--- config.mk ---
export PLATFORM = sky130hd
export DESIGN_NAME = pack_pk_stream_flat
export DESIGN_NICKNAME = d
export VERILOG_FILES = /design/src/rtl/pack_pk_stream_if.sv /design/src/rtl/pack_pk_stream.sv /design/src/flat_wrapper.sv
export SDC_FILE = /design/constraint.sdc
export NUM_CORES = 1
export LEC_CHECK = 0
export ABC_AREA = 1
export CORE_MARGIN = 2
export CORE_UTILIZATION = 52
export DETAILED_ROUTE_END_ITERATION = 8
export GPL_TIMING_DRIVEN = 0
export PLACE_DENSITY = 0.81
export SYNTH_ARGS = -nofsm -noshare
export SYNTH_HDL_FRONTEND = slang
export SYNTH_SLANG_ARGS = --single-unit
--- constraint.sdc ---
create_clock -name clk -period 2.3 [get_ports clk]
set_clock_uncertainty 0.1 [all_clocks]
set_input_delay 0.46 -clock clk [delete_from_list [all_inputs] [get_ports clk]]
set_output_delay 0.46 -clock clk [all_outputs]
set_load 0.05 [all_outputs]
--- src/rtl/pack_pk_stream_if.sv ---
`default_nettype none
// ============================================================================
// pack_pk_stream_if: coefficient-in / byte-out stream bundle.  Rev 1.0
// ============================================================================
interface pack_pk_stream_if;
  logic        coef_valid;
  logic        coef_ready;
  logic [31:0] coef_data;
  logic        byte_valid;
  logic        byte_ready;
  logic [7:0]  byte_data;
  logic        byte_last;

  // master = packer side, slave = coefficient source / byte sink side
  modport master (
    input  coef_valid, coef_data, byte_ready,
    output coef_ready, byte_valid, byte_data, byte_last
  );
  modport slave (
    output coef_valid, coef_data, byte_ready,
    input  coef_ready, byte_valid, byte_data, byte_last
  );
endinterface
`default_nettype wire

--- src/rtl/pack_pk_stream.sv ---
`default_nettype none
// ============================================================================
// pack_pk_stream: streams rho, then K bit-packed t1 polynomials, as pk bytes.
// Rev 1.0
// ============================================================================
module pack_pk_stream #(
  parameter int K          = 6,
  parameter int COEFF_BITS = 10,
  parameter int SEED_BYTES = 32
) (
  input  wire logic                    clk,
  input  wire logic                    rst_n,
  input  wire logic                    start,
  input  wire logic [8*SEED_BYTES-1:0] rho,
  pack_pk_stream_if.master             strm,
  output logic                         busy,
  output logic                         done,
  output logic                         range_err
);
  localparam logic [1:0] ST_IDLE = 2'd0;
  localparam logic [1:0] ST_SEED = 2'd1;
  localparam logic [1:0] ST_COEF = 2'd2;
  localparam logic [1:0] ST_DONE = 2'd3;

  localparam int N_COEF = 256 * K;
  localparam int CCW    = $clog2(N_COEF + 1);
  localparam int SCW    = $clog2(SEED_BYTES + 1);
  localparam int AW     = COEFF_BITS + 7;
  localparam int BW     = $clog2(COEFF_BITS + 8);

  logic [1:0]              state, state_nxt;
  logic [8*SEED_BYTES-1:0] rho_sr;
  logic [SCW-1:0]          seed_cnt;
  logic [CCW-1:0]          coef_cnt;
  logic [AW-1:0]           acc, acc_sh, acc_nxt, coef_ins;
  logic [BW-1:0]           bits, bits_sh, bits_nxt;
  logic                    start_acc, byte_hs, coef_hs, seed_last, coef_over;

  assign start_acc = start && (state == ST_IDLE);
  assign byte_hs   = strm.byte_valid && strm.byte_ready;
  assign coef_hs   = strm.coef_valid && strm.coef_ready;
  assign seed_last = (seed_cnt == SCW'(SEED_BYTES - 1));

  generate
    if (COEFF_BITS < 32) begin : g_range_chk
      assign coef_over = |strm.coef_data[31:COEFF_BITS];
    end else begin : g_no_range_chk
      assign coef_over = 1'b0;
    end
  endgenerate

  // Drain before insert, so a same-cycle coefficient lands at (bits - 8).
  always_comb begin
    acc_sh  = acc;
    bits_sh = bits;
    if ((state == ST_COEF) && byte_hs) begin
      acc_sh  = acc >> 8;
      bits_sh = bits - BW'(8);
    end
    coef_ins = AW'(strm.coef_data[COEFF_BITS-1:0]) << bits_sh;
    acc_nxt  = coef_hs ? (acc_sh | coef_ins) : acc_sh;
    bits_nxt = coef_hs ? (bits_sh + BW'(COEFF_BITS)) : bits_sh;
  end

  always_ff @(posedge clk or negedge rst_n) begin
    if (!rst_n) begin
      state <= ST_IDLE;
    end else begin
      state <= state_nxt;
    end
  end

  always_comb begin
    state_nxt = state;
    case (state)
      ST_IDLE: if (start) state_nxt = ST_SEED;
      ST_SEED: if (byte_hs && seed_last) state_nxt = ST_COEF;
      ST_COEF: if (byte_hs && strm.byte_last) state_nxt = ST_DONE;
      ST_DONE: state_nxt = ST_IDLE;
      default: state_nxt = ST_IDLE;
    endcase
  end

  always_comb begin
    strm.coef_ready = 1'b0;
    strm.byte_valid = 1'b0;
    strm.byte_data  = 8'h00;
    strm.byte_last  = 1'b0;
    busy            = 1'b0;
    done            = 1'b0;
    case (state)
      ST_SEED: begin
        busy            = 1'b1;
        strm.byte_valid = 1'b1;
        strm.byte_data  = rho_sr[7:0];
      end
      ST_COEF: begin
        busy            = 1'b1;
        strm.coef_ready = (coef_cnt < CCW'(N_COEF)) && (bits < BW'(8));
        strm.byte_valid = (bits >= BW'(8));
        strm.byte_data  = acc[7:0];
        strm.byte_last  = (coef_cnt == CCW'(N_COEF)) && (bits == BW'(8));
      end
      ST_DONE: done = 1'b1;
      default: ;
    endcase
  end

  always_ff @(posedge clk or negedge rst_n) begin
    if (!rst_n) begin
      rho_sr    <= '0;
      seed_cnt  <= '0;
      coef_cnt  <= '0;
      acc       <= '0;
      bits      <= '0;
      range_err <= 1'b0;
    end else if (start_acc) begin
      rho_sr    <= rho;
      seed_cnt  <= '0;
      coef_cnt  <= '0;
      acc       <= '0;
      bits      <= '0;
      range_err <= 1'b0;
    end else begin
      if ((state == ST_SEED) && byte_hs) begin
        rho_sr   <= rho_sr >> 8;
        seed_cnt <= seed_cnt + 1'b1;
      end
      if (state == ST_COEF) begin
        acc  <= acc_nxt;
        bits <= bits_nxt;
      end
      if (coef_hs) begin
        coef_cnt <= coef_cnt + 1'b1;
        if (coef_over) range_err <= 1'b1;
      end
    end
  end
endmodule
`default_nettype wire

--- src/flat_wrapper.sv ---
// flat-port wrapper written by rule: the top's interface ports become plain ports
module pack_pk_stream_flat 
#(
  parameter int K          = 6,
  parameter int COEFF_BITS = 10,
  parameter int SEED_BYTES = 32
)
  (clk, rst_n, start, rho, busy, done, range_err, strm_coef_valid, strm_coef_data, strm_byte_ready, strm_coef_ready, strm_byte_valid, strm_byte_data, strm_byte_last);
  pack_pk_stream_if strm_i ();
  input  wire logic clk;
  input  wire logic rst_n;
  input  wire logic start;
  input  wire logic [8*SEED_BYTES-1:0] rho;
  output logic busy;
  output logic done;
  output logic range_err;
  input wire logic [$bits(strm_i.coef_valid)-1:0] strm_coef_valid;
  input wire logic [$bits(strm_i.coef_data)-1:0] strm_coef_data;
  input wire logic [$bits(strm_i.byte_ready)-1:0] strm_byte_ready;
  output wire logic [$bits(strm_i.coef_ready)-1:0] strm_coef_ready;
  output wire logic [$bits(strm_i.byte_valid)-1:0] strm_byte_valid;
  output wire logic [$bits(strm_i.byte_data)-1:0] strm_byte_data;
  output wire logic [$bits(strm_i.byte_last)-1:0] strm_byte_last;
  assign strm_i.coef_valid = strm_coef_valid;
  assign strm_i.coef_data = strm_coef_data;
  assign strm_i.byte_ready = strm_byte_ready;
  assign strm_coef_ready = strm_i.coef_ready;
  assign strm_byte_valid = strm_i.byte_valid;
  assign strm_byte_data = strm_i.byte_data;
  assign strm_byte_last = strm_i.byte_last;
  pack_pk_stream #(.K(K), .COEFF_BITS(COEFF_BITS), .SEED_BYTES(SEED_BYTES)) u_core (.clk(clk), .rst_n(rst_n), .start(start), .rho(rho), .strm(strm_i), .busy(busy), .done(done), .range_err(range_err));
endmodule
== After elaboration in Yosys (flattened, before gate mapping) ==
Cells that the tools add are included.
Operators by class
  $add $sub $neg: 4
  multipliers: 0
  div/mod/pow operators: 0
  $lt $le $gt $ge: 3
  eq/ne operators: 9
  shift-type cells: 1
  muxes and demuxes: 27
  bitwise logic cells: 1
  reduce and logical (&&, ||, !) cells: 18
Operator list (count)
  $mux 256: 2
  $mux 17: 4
  $mux 11: 2
  $reduce_or 22->1: 1
  $mux 5: 4
  $or 17x17->17: 1
  $shl 10x5->17: 1
  $pmux 8 s2: 1
  $mux 6: 2
  $add 11x1->11 const B: 1
  $eq 11x11->1 const B: 1
  $lt 11x11->1 const B: 1
  $logic_and 1x1->1: 9
  $pmux 2 s4: 1
  $reduce_bool 2->1: 4
  $mux 1: 7
  $add 6x1->6 const B: 1
  $eq 6x5->1 const B: 1
  $mux 2: 3
  $add 5x4->5 const B: 1
  $eq 5x4->1 const B: 1
  $ge 5x4->1 const B: 1
  $lt 5x4->1 const B: 1
  $sub 5x4->5 const B: 1
  9 further kinds: 11
Word-level totals
  register bits: 298
  bits in latches: 0
  bits in writable memories: 0
  bits in read-only memories: 0
  input port bits: 293
  output and inout bits: 14
  word-level logic and storage cells: 70
  memories: 0

== Longest topological paths before layout ==
Gate-level depths: netlist of run 1.
  word-level depth: 10
  gate-level depth with buffers: 14
  mapped depth without buffers: 13

== Worst setup path after synthesis of run 1 ==
No wires, ideal clock.
  path type: reg2reg
  start point: reg u_core.state[0]
  end point: reg u_core.acc[6]
  setup time: 0.132 ns
  data arrival time: 2.674 ns
  required time: 2.068 ns
  setup slack: -0.606 ns
  cell stages (with the launch flop): 11
  path buffers: 1
  period minus slack after synthesis: 2.906 ns
  cells stage by stage: dfrtp_1 -> inv_1 -> ha_1 -> clkinv_1 -> a21oi_4 -> nand4_1 -> nand2_1 -> buf_4 -> nor2_1 -> a21oi_1 -> nor2_1
On the way
  longest elaborated chain between the ends: 10
Ends and longest elaborated chain
  from (decl): line pack_pk_stream.sv:31  | logic [1:0] state, state_nxt;
  from (signal assigned): line pack_pk_stream.sv:69  | state <= state_nxt;
  $eq 2x2->1 / $eq 2x1->1 (equally long branches): line pack_pk_stream.sv:91  | case (state)
  $pmux 1 s2 *: line pack_pk_stream.sv:91
  net strm_byte_valid: line flat_wrapper.sv:21  | output wire logic [$bits(strm_i.byte_valid)-1:0] strm_byte_valid;
  $logic_and 1x1->1 *: line pack_pk_stream.sv:40  | assign byte_hs = strm.byte_valid && strm.byte_ready;
  $logic_and 1x1->1 *: line pack_pk_stream.sv:56  | if ((state == ST_COEF) && byte_hs) begin
  $mux 5: line pack_pk_stream.sv:56
  $shl 10x5->17: line pack_pk_stream.sv:60  | coef_ins = AW'(strm.coef_data[COEFF_BITS-1:0]) << bits_sh;
  $or 17x17->17: line pack_pk_stream.sv:61  | acc_nxt = coef_hs ? (acc_sh | coef_ins) : acc_sh;
  $mux 17 *: line pack_pk_stream.sv:61
  $mux 17 *: line pack_pk_stream.sv:129  | if (state == ST_COEF) begin
  $mux 17 *: line pack_pk_stream.sv:117  | end else if (start_acc) begin
  to (signal assigned): line pack_pk_stream.sv:130  | acc <= acc_nxt;
  to (decl): line pack_pk_stream.sv:35  | logic [AW-1:0] acc, acc_sh, acc_nxt, coef_ins;
The timed path passes the listed nets; every way through them passes the cells marked *. The select of a mux whose other input is x is not followed.
A chain may end at the register's enable or synchronous reset.

== Worst setup path after layout of run 1 ==
  start point: reg u_core.bits[3]
  end point: reg u_core.rho_sr[13]
On the way
  longest elaborated chain between the ends: 5
Ends and longest elaborated chain
  from (decl): line pack_pk_stream.sv:36  | logic [BW-1:0] bits, bits_sh, bits_nxt;
  from (signal assigned): line pack_pk_stream.sv:131  | bits <= bits_nxt;
  $ge 5x4->1: line pack_pk_stream.sv:100  | strm.byte_valid = (bits >= BW'(8));
  $pmux 1 s2: line pack_pk_stream.sv:91
  $logic_and 1x1->1: line pack_pk_stream.sv:40
  $logic_and 1x1->1: line pack_pk_stream.sv:125  | if ((state == ST_SEED) && byte_hs) begin
  $reduce_bool 2->1 (no source line)
  to (signal assigned): line pack_pk_stream.sv:118  | rho_sr <= rho;
  to (signal assigned): line pack_pk_stream.sv:126  | rho_sr <= rho_sr >> 8;
  to (decl): line pack_pk_stream.sv:32  | logic [8*SEED_BYTES-1:0] rho_sr;
No other way between the ends.

==> results of run 1 <==
-- where the power goes --
group          leakage, nW  internal (W)  switching (W)
logic                 5.12       0.00495        0.00726
clock network        0.507       0.00312        0.00213
registers             3.39       0.00768        0.00221
total                 9.02        0.0157         0.0116
-- critical path: stages (launching register included) --
cell      delay (ns)
dfrtp_1         0.42
inv_2           0.14
ha_4            0.18
inv_1           0.08
a21oi_4         0.20
nand2_1         0.11
and3_4          0.21
nand2_8         0.18
clkinv_8        0.11
buf_6           0.15
nor3_1          0.29
nor3_1          0.15
-- registers in the layout, indices dropped and copies added (netlist names) --
name and cells:
u_core.rho_sr 256, u_core.acc 17, u_core.coef_cnt 11, u_core.seed_cnt 6, u_core.bits 4, u_core.state 2, u_core.range_err 1
-- final timing paths --
check / start / to / slack (ns)
setup / recovery: u_core.bits[3] / u_core.rho_sr[13] / -0.18
hold / removal: rst_n / u_core.rho_sr[116] / 0.31
setup reg to reg: u_core.bits[3] / u_core.rho_sr[13] / -0.18
hold reg to reg: u_core.rho_sr[253] / u_core.rho_sr[253] / 0.37
max in group asynchronous: rst_n / u_core.acc[7] / 0.28
min in group clk: u_core.rho_sr[253] / u_core.rho_sr[253] / 0.37
-- through the flow --
| step | utilization [%] | instance area (um2) | cells | setup slack [ns] | hold slack [ns] |
|---|---|---|---|---|---|
| after floorplan | - | 15200 | 1805 | -0.100 | 0.0644 |
| after global placement | 65.5 | 18800 | 2495 | -11.91 | 0.364 |
| after detailed placement | 65.7 | 18900 | 2497 | -0.940 | 0.315 |
| after CTS | 70.6 | 20300 | 2560 | -0.136 | 0.320 |
| after global routing | 77.9 | 22400 | 2585 | -0.216 | 0.356 |
| final | 77.9 | 22400 | 2585 | -0.179 | 0.315 |
-- synthesized netlist by cell type, types with 2 or more instances --
cell type	n
inv_1	43
o21ai_1	17
a211oi_1	2
mux2i_1	2
ha_1	10
nor3_2	120
buf_6	4
nand3_1	37
buf_4	17
nand2_1	173
clkbuf_1	77
nand2_2	2
a21oi_1	50
clkinv_1	2
o21ai_0	36
nor2_1	311
nor2_4	2
inv_2	3
nand4_1	7
xor2_1	2
nor3_1	509
nor4_1	9
buf_1	9
o31ai_2	8
buf_2	37
a211oi_2	6
dfrtp_1	297
-- area by class of cell --
| class | instances | area, um2 |
|---|---|---|
| multi-input cells | 1316 | 8730 |
| flip-flops and latches | 297 | 7430 |
| fillers | 1812 | 6340 |
| repair buffers | 335 | 3390 |
| plain buffers | 143 | 1040 |
| clock buffers | 48 | 900 |
| well taps | 384 | 480 |
| inverters | 49 | 216 |
| clock inverters | 8 | 143 |
| repair inverters | 1 | 11.3 |
| diodes | 4 | 10.0 |
-- routing by layer --
metal  up-vias  track usage [%]  routed length (um)
li1       6912                -                   -
met1      7540             40.5               20500
met2       899             50.6               26500
met3       170             4.37                4560
met4         2             8.72                2200
met5         -                0                  13
-- kinds of logic (layout without fill, tap and decap cells) --
logic type	after synthesis	in the layout	synth area share (%)
multiplexers	2	2	0.132
adder cells (fa/ha/maj)	10	10	0.824
XOR/XNOR	3	3	0.173
buffers and inverters	193	584	5.71
AO/OA/AOI/OAI	124	124	4.98
flip-flops	297	297	49.0
AND/OR/NAND/NOR	1176	1177	39.2
other	0	4	0
-- what timing repair did --
action / in CTS / in global routing
hold buffers: 1 / 0
buffers inserted: 7 / 16
endpoints found under the setup margin: 308 / 289
hold endpoints to repair: 57 / 0
resized for setup: 170 / 490
gates cloned: 0 / 5
pin swaps: 7 / 12
==> results.txt, run 1 <==
- In this run the worst hold path is classified as input port to async pin.
* Signal arrival time at the worst endpoint: 2.78 ns
- Total global-route track usage: 30.0%
* Avg WL per Cell: 20.8 um
- The net count of the finished layout is approximately 2500.
* Num CTS Buffers: 31
- Number of enable-type register cells in the synthesized netlist: 0
- After detailed routing, the number of vias per cell comes to around 6.
- Initial antenna violation count: 5
- Fraction of registers with async set/reset: 100%
- By area the synthesized netlist is led by dfrtp_1, nor3_1, nor3_2.
- Seq/Total Area, Yosys: 49.0%
- Summed over its instances, the top area cell type makes up between 40% and 50% of the synthesized netlist area.
* Kind of start point of the critical path: flop
* Via count of the first global-routing pass: around 15000
- Standby leakage power: 9.02 nW
* Total of endpoints with negative setup slack in the final report: a little under 200
* Most common cell after layout, fill and taps aside: nor3_2
* RSZ-0062 raised after global routing: true
- The number of nets in the synthesized netlist is 2108.
- Most used flip-flop cell after synthesis: dfrtp_1
* Post-route worst setup slack: -0.179 ns
- The final reports fail on setup timing.
- The congestion estimate from routability-driven global placement came to between 0.9 and 1.
* Residual antenna-violating net count after detailed routing: 0
- Number of buffers between clock root and the deepest sink: 3
- In this run the worst path has a maximum fanout of 10.
* Endpoint type of the worst setup path: flop
* Yosys Warn Count: 0
* Number of detailed-routing iterations run before antenna repair: 8
* # H-tree levels: 1
- Post-Syn Area per Cell: about 8.4 um2
* Transition time at the pin with the least slew margin: 0.673 ns
* Die W: 175 um
* Aggregate global routing overflow: 0
- Port-buffer cells: 306
- Ratio of final minimum period to clock period: 108%
* CTS tree: built
- For the worst setup path, the data required time is approximately 2.6 ns.
- From synthesis to final layout, the design area changed by 47.3%.
- The cell sitting at the root of the clock tree is a clkbuf_16.
- VDD sags by at most 0.661 mV.
- The number of max-slew violations in the final report was 0.
- Total count of hold-check failures in the final report: 0
- Once detailed placement completed, the half-perimeter wirelength came to 33.3 mm.
- The initial utilization of the core area, before any placement, comes to 52.9%.
- In this run, synthesis produced a sequential element count of 297.
- Height of the die: 175 um
* Final critical delay including setup and external delays: approximately 2.5 ns
- Most frequent cells in the layout: nor3_2, nor2_1, dfrtp_1
* Outcome: finished with violations
* Power density over the cells: approximately 1200 mW/mm2
- Area inside the core boundary: 0.0287 mm2
- Across the run, the number of max-cap violations was 0.
- Number of cells on the worst reg-to-reg path: 11
- Crit Path Class: flop to flop
* Number of distinct standard cells referenced by the synthesized netlist: 40
- Total standard cell area after synthesis: 0.0152 mm2
- Residual DRC: 0
- Number of instances in the synthesized netlist: 1805
- Entering global routing, the biggest net connects 124 pins.
- In this run the count of I/O pins placed on the die edge is slightly above 300.
- Total Neg Setup Slack: -11.61 ns
* Fmax achieved: 0.403 GHz
* Cell type with the largest total area after synthesis: dfrtp_1
- The tree built by TritonCTS fans out to 297 sinks.
- Clock latency on the worst-skew pair, taken at its later pin, is 0.56 ns.
* Clock transition at path regs: 0.07 ns
- The initialized floorplan defines 62 standard-cell rows.
- The post-route netlist has 29.9% of its cells at a drive strength greater than 1.
- Summing internal, switching and leakage power gives 0.0273 W.
- Relative max-transition margin: 55.1%
- DIE AREA: 0.0306 mm2
* Number of design-rule violations left by the first detailed-router iteration: approximately 1700
* Total length of routed wires: 53.8 mm
* Via count: 15523
* Wire length of the first global-routing pass: roughly 74 mm
(Power assumes the default switching activity.)
==> run 2: changes to the inputs <==
==> constraint.sdc (replaced) <==
create_clock -name clk -period 2.3 [get_ports clk]
set_clock_uncertainty 0.1 [all_clocks]
set_input_delay 0.23 -clock clk [delete_from_list [all_inputs] [get_ports clk]]
set_output_delay 0.23 -clock clk [all_outputs]
set_load 0.01 [all_outputs]
==> run 2 against run 1 <==
  * The run still ends with setup timing left
  * Sequential cell count is the same
  * Power shrank 4.7%
  * Clock power grew 5.3%
  * Register-to-register slack gained 0.07 ns
  * Sequential share of layout area grew 0.73 points
  * Global-route usage grew 1.2 points
  * Cell count is the same
  * Sequential power shrank 2.5%
  * Via count shrank 2.4%
==> results.txt, run 2 (synthesized netlist as in run 1, its figures left out) <==
- The run finished, with violations left.
* Failing checks: setup timing
- Relative max-transition margin: 59.5%
* DIE AREA: a little over 0.03 mm2
- The analysis attributes to cell leakage a power of 8.96 nW.
- In the final routed layout, each cell accounts on average for between 15 and 20 um.
- CTS sink cnt: 297
* Die W: 175 um
* Initial core utilization: between 50% and 60%
- Counting buffers and inverters, the worst setup path is 8 cells deep.
- Entering global routing, the biggest net connects 84 pins.
- After detailed routing, the number of remaining DRC violations is 0.
- Largest registers: u_core.rho_sr: 256 flops, u_core.acc: 17 flops, u_core.coef_cnt: 11 flops
- IR analysis of the VDD net gives a maximum drop of 0.586 mV.
* Port-buffer cells: 306
- Layout cells sized above 1: roughly 25%
- Total of endpoints with negative setup slack in the final report: 121
* Met3 WL post-DR: 3.85 mm
- The routed layout has 15148 vias.
* Area growth from synthesis to layout: 44.2%
* Total number of nets in the final design: between 2000 and 2500
- RSZ-0062 raised after global routing: true
- Worst path top cell family by delay: buffers and inverters
- # H-tree levels: 2
* Critical path buffers and inverters: 4
- Required time at the endpoint of the critical path: 2.59 ns
* Class of the tightest hold or removal check: input port to async pin
- The via count of the first global-routing pass came to 15219.
* Final critical delay including setup and external delays: 2.41 ns
- After clock tree synthesis, the clock-pin slew on the worst setup and hold paths is 0.06 ns.
* Power density over the cells: 1190 mW/mm2
* Vias per cell: roughly 6
- Across the run, the number of max-cap violations was 0.
- Post-route worst setup slack: -0.106 ns
- Crit-path cells: inv_2, buf_4, ha_4, nand2_4, clkbuf_2, clkbuf_1, nor2_1, nor3_1
- After detailed placement, the design holds a cell count of 2498.
- For the worst-skew pair, the clock arrives at the later sink with an insertion delay of 0.52 ns.
- The number of max-slew violations in the final report is 0.
- Signal arrival time at the worst endpoint: 2.70 ns
- Number of cells on the worst reg-to-reg path: 8
* Total count of hold-check failures in the final report: 0
* Total global-route track usage: 31.2%
* Crit Path Class: flop to flop
- CTS tree: built
* Number of buffers between clock root and the deepest sink: 3
- Register containing the most flip-flops in the final layout: u_core.rho_sr
- Placement Rows: 62
- The die is between 150 and 200 um tall.
- Transition time at the pin with the least slew margin: 0.608 ns
* Most frequent cells in the layout: nor3_1, nor2_1, dfrtp_1
- Register-to-register setup slack: -0.11 ns
- Number of design-rule violations left by the first detailed-router iteration: 1558
- STA classifies the critical path startpoint as a flop.
* Root Buffer: clkbuf_16
- The register with the most flip-flops in the layout has 256 of them.
- Ratio of final minimum period to clock period: 105%
* Aggregate global routing overflow: 0
* Total Neg Setup Slack: -3.63 ns
- Wire length of the first global-routing pass: 76.9 mm
- Leaving out fill and tap cells, the most frequent cell in the layout is nor3_1.
- Post-layout util: 76.2%
- Worst Path Max Fanout: 10
- I/O pin count: roughly 310
- Uppermost layer routed: met4
- Area inside the core boundary: roughly 0.029 mm2
* Met1 layer wirelength in the final routing: 20.0 mm
- Number of standard cells in the layout, taps in and fillers out: about 2600
- Routability congestion estimate from global placement: 0.928
- Once detail routing completed, the nets flagged for antenna violations numbered 0.
- Counting the buffers created by CTS gives 34.
- On the worst path, the slowest cell contributes a delay of between 0.4 and 0.5 ns.
- Total length of routed wires: approximately 50 mm
- Detailed placement finished with a half-perimeter wire length of 33.8 mm.
- For this run, the top clock speed supported by timing is 0.416 GHz.
- On the critical path, the stage with the largest delay is an instance of clkbuf_1.
- Endpoint type of the worst setup path: flop
- The initial antenna violation count was 2.
* Number of detailed-routing iterations run before antenna repair: 6
- DR WL met2: 24.6 mm
-- run 2: cell types whose count changed in the layout (fill, tap and decap cells not counted), sizes merged --
cell,previous run,this run
bufinv,4,1
clkinvlp,1,2
clkinv,6,5
buf,109,95
diode,4,3
clkbuf,123,130
clkdlybuf4s15,1,4
dlygate4sd2,0,6
clkdlybuf4s50,292,294
-- run 2: repair_timing --
action / 4_1_cts / 5_1_grt
setup buffers: 13 / 5
endpoints found under the hold margin: 77 / 0
pin swaps: 5 / 11
hold buffers: 1 / 0
endpoints found under the setup margin: 307 / 298
gates resized for setup: 251 / 211
cloned: 1 / 5
-- run 2: path summary, 6_finish.rpt --
check | start | endpoint
setup / recovery | u_core.state[0] | u_core.rho_sr[204]
hold / removal | rst_n | u_core.rho_sr[47]
max in group asynchronous | rst_n | u_core.rho_sr[173]
setup reg to reg | u_core.state[0] | u_core.rho_sr[204]
hold reg to reg | u_core.rho_sr[251] | u_core.rho_sr[251]
min in group clk | rho[195] | u_core.rho_sr[195]
-- run 2: per-stage QoR --
stage	setup slack (ns)	hold slack (ns)	instance area, um2	total power, W
after floorplan	0.0411	-0.166	15200	0.0153
after global placement	-11.74	0.365	18700	0.0179
after detailed placement	-0.649	0.149	18800	0.0184
after CTS	-0.0315	0.208	21000	0.0248
after global routing	-0.196	0.242	21900	0.0275
final	-0.106	0.204	21900	0.0261
-- run 2: where the power goes --
group | total (W) | switching, W | internal [W]
logic | 0.0109 | 0.00644 | 0.00445
clock network | 0.00553 | 0.00222 | 0.00331
registers | 0.00964 | 0.00196 | 0.00768
total | 0.0261 | 0.0106 | 0.0154
-- run 2: area by class of cell --
| type | instances | area [um2] |
|---|---|---|
| diodes | 3 | 7.51 |
| plain buffers | 144 | 1030 |
| clock buffers | 54 | 1070 |
| clock inverters | 5 | 58.8 |
| fillers | 1867 | 6820 |
| inverters | 49 | 210 |
| multi-input cells | 1316 | 8220 |
| flip-flops and latches | 297 | 7430 |
| well taps | 384 | 480 |
| repair buffers | 332 | 3360 |
| repair inverters | 1 | 8.76 |
-- run 2: routing by layer --
layer / vias to the layer above / GRT usage [%]
met5: - / 0
li1: 6919 / -
met1: 7304 / 40.5
met3: 144 / 5.29
met4: 0 / 11.6
met2: 781 / 52.5
==> run 3: changes to the inputs <==
--- a/config.mk
+++ b/config.mk
@@ -10,6 +10,7 @@
 export CORE_UTILIZATION = 52
 export DETAILED_ROUTE_END_ITERATION = 8
 export GPL_TIMING_DRIVEN = 0
+export MAX_ROUTING_LAYER = met4
 export PLACE_DENSITY = 0.81
 export SYNTH_ARGS = -nofsm -noshare
 export SYNTH_HDL_FRONTEND = slang
==> run 3 against run 2 <==
  * The run still ends with setup timing left
  * Combinational power up 13%
  * Worst setup slack worse by 0.069 ns
  * Worst hold slack worse by 0.047 ns
  * Sequential share of layout area down 1.7 points
  * Wire length up 9.2%
  * Sequential cell count unchanged
  * First-iteration DRC count up 13%
  * Clock power down 7.2%
  * Non-clock buffer count up 11
  * Via count up 4.5%
  * Highest routed layer unchanged
==> results.txt, run 3 (synthesized netlist as in run 1, its figures left out) <==
- Largest registers: u_core.rho_sr: 256 flops, u_core.acc: 17 flops, u_core.coef_cnt: 11 flops
- In this run the power density over the cells is 1190 mW/mm2.
- Seq. cell area: 0.00743 mm2
* Avg WL per Cell: 21.3 um
* Fill cells: 1656
- The run finished, with violations left.
- Pins over their slew limit: 0
* Worst Path Max Fanout: 10
- Area inside the core boundary: 0.0287 mm2
* Proportion of total power due to net switching: 42.7%
- Across the run, the number of max-cap violations was 0.
- During I/O placement, the number of pins put on the boundary was 307.
* Layout cells sized above 1: roughly a third
* Transition time at the pin with the least slew margin: 0.752 ns
- Class of the tightest hold or removal check: input port to flop
* RSZ-0062 raised after global routing: true
- Standby leakage power: 9.27 nW
* Fmax achieved: 0.404 GHz
- Total cell area at the placement stage: 0.0188 mm2
- Clock Power Share: between 10% and 20%
- Number of standard cells in the layout, taps in and fillers out: around 2600
* Register containing the most flip-flops in the final layout: u_core.rho_sr
- DIE AREA: about 0.031 mm2
* Most frequent cells in the layout: nor3_2, nor2_1, dfrtp_1
- Height of the die: 175 um
- For this configuration, the core starts out at a cell density of 52.9%.
* Number of buffers between clock root and the deepest sink: 3
- # H-tree levels: 1
- TritonCTS built the clock tree.
- Internal power comes to roughly 0.016 W.
- Num CTS Buffers: 31
- Port buffering added around 310 buffers.
- Vias per cell: 6.11
- Post-placement setup slack: -0.615 ns
* Seq pwr share: 36.2%
- Switching power summed over all nets: between 0.01 and 0.015 W
- Die W: between 150 and 200 um
- The register with the most flip-flops in the layout has between 200 and 300 of them.
- Headroom to the max-slew limit came out at 49.9%.
- The routed layout has 15831 vias.
- Placement Rows: 62
- In the routed design, unresolved DRC markers number 0.
- Endpoint type of the worst setup path: flop
- The routed design could run at a clock period as short as 2.47 ns.
- The design draws 0.0274 W.
* Clock transition at path regs: 0.06 ns
* Total of endpoints with negative setup slack in the final report: 202
* Number of detailed-routing iterations run before antenna repair: 5
- Residual antenna-violating net count after detailed routing: 0
- Most common cell after layout, fill and taps aside: nor3_2
- Worst IR drop on VDD: between 0.6 and 0.7 mV
* Largest net degree at the start of global routing: between 100 and 150
- The total overflow left after global routing is 0.
- Clock latency on the worst-skew pair: 0.57 ns
* Post-route worst setup slack: -0.175 ns
- In this run, placement finished with an instance count of 2497.
* Kind of start point of the critical path: flop
* Initial antenna violation count: 2
- Data on the critical path arrives at its endpoint at around 2.8 ns.
- For this run, the total global-route usage over all layers was measured as between 30% and 40%.
- The via count of the first global-routing pass is 15212.
- Required time at the endpoint of the critical path: 2.65 ns
- Ratio of final minimum period to clock period: 108%
- Total number of nets in the final design: between 2000 and 2500
- Area of all placed cells without fillers: about 0.023 mm2
- The first global-routing pass estimated 77.5 mm of wire.
* Total count of hold-check failures in the final report: 0
- Area growth from synthesis to layout: 51.9%
* Number of design-rule violations left by the first detailed-router iteration: 1753
- The share of total power dissipated in combinational logic is 45.0%.
- Root Buffer: clkbuf_16
- Crit Path Class: flop to flop
- The congestion estimate from routability-driven global placement came to 0.940.
* CTS sink cnt: 297
* Failing checks: setup timing
- Final hold analysis gives a worst-case slack of between 0.15 and 0.2 ns.
* Final HPWL DP: 33.4 mm
- Total length of routed wires: 55.2 mm
* Multi-input logic area: 0.00914 mm2
## run 3: path summary, 6_finish.rpt
| check | slack (ns) | startpoint | cells after the start | to |
|---|---|---|---|---|
| max in group asynchronous | 0.89 | rst_n | 3 | u_core.rho_sr[182] |
| setup reg to reg | -0.17 | u_core.state[0] | 13 | u_core.rho_sr[138] |
| setup / recovery | -0.17 | u_core.state[0] | 13 | u_core.rho_sr[138] |
| min in group asynchronous | 0.19 | rst_n | 2 | u_core.rho_sr[48] |
| hold reg to reg | 0.39 | u_core.rho_sr[168] | 2 | u_core.rho_sr[168] |
| hold / removal | 0.16 | rho[7] | 3 | u_core.rho_sr[7] |
## run 3: power by group through the flow
stage	logic, W	registers, W	clock network (W)
after global routing	0.0133	0.0101	0.00532
final	0.0123	0.00991	0.00513
after global placement	0.00881	0.00910	0
after CTS	0.00986	0.00936	0.00506
after detailed placement	0.00917	0.00915	0
after floorplan	0.00660	0.00870	0
## run 3: metrics by stage
stage | TNS, ns | util (%)
after floorplan | 0 | -
after global placement | -3580.14 | 65.2
after detailed placement | -128.34 | 65.4
after CTS | -0.338 | 73.0
after global routing | -35.60 | 80.3
final | -10.22 | 80.3
## run 3: what timing repair did
action,in CTS,in global routing
gates resized for setup,289,457
pin swaps,2,37
gates cloned,0,12
endpoints found under the hold margin,90,0
hold buffers,1,0
setup buffers,8,18
endpoints found under the setup margin,309,295
## run 3: critical path, stage by stage (launching register included)
cell and delay [ns]:
dfrtp_1 0.42, inv_2 0.12, ha_4 0.13, buf_6 0.13, inv_6 0.04, nor2_4 0.11, nand3_4 0.11, nand2_2 0.10
and3_4 0.24, nand2_8 0.13, clkbuf_16 0.21, buf_6 0.18, nor3_4 0.22, nor3_2 0.08
## run 3: metal layers
metal | vias to the layer above | share of wire, % | routed length [um] | GRT usage (%)
met1 | 7738 | 38 | 21000 | 42.0
met4 | 0 | 4.8 | 2660 | 10.0
met5 | - | 0 | 0 | -
met2 | 930 | 49 | 26900 | 52.8
li1 | 6928 | - | - | -
met3 | 235 | 8.5 | 4700 | 4.22
## run 3: final cells by class
cell class              count  area share [%]
repair buffers            344            15.5
diodes                      2          0.0217
multi-input cells        1316            39.6
flip-flops and latches    297            32.2
well taps                 384            2.08
clock buffers              44            3.79
clock inverters            10           0.554
repair inverters            1          0.0380
inverters                  49           0.939
plain buffers             143            5.21
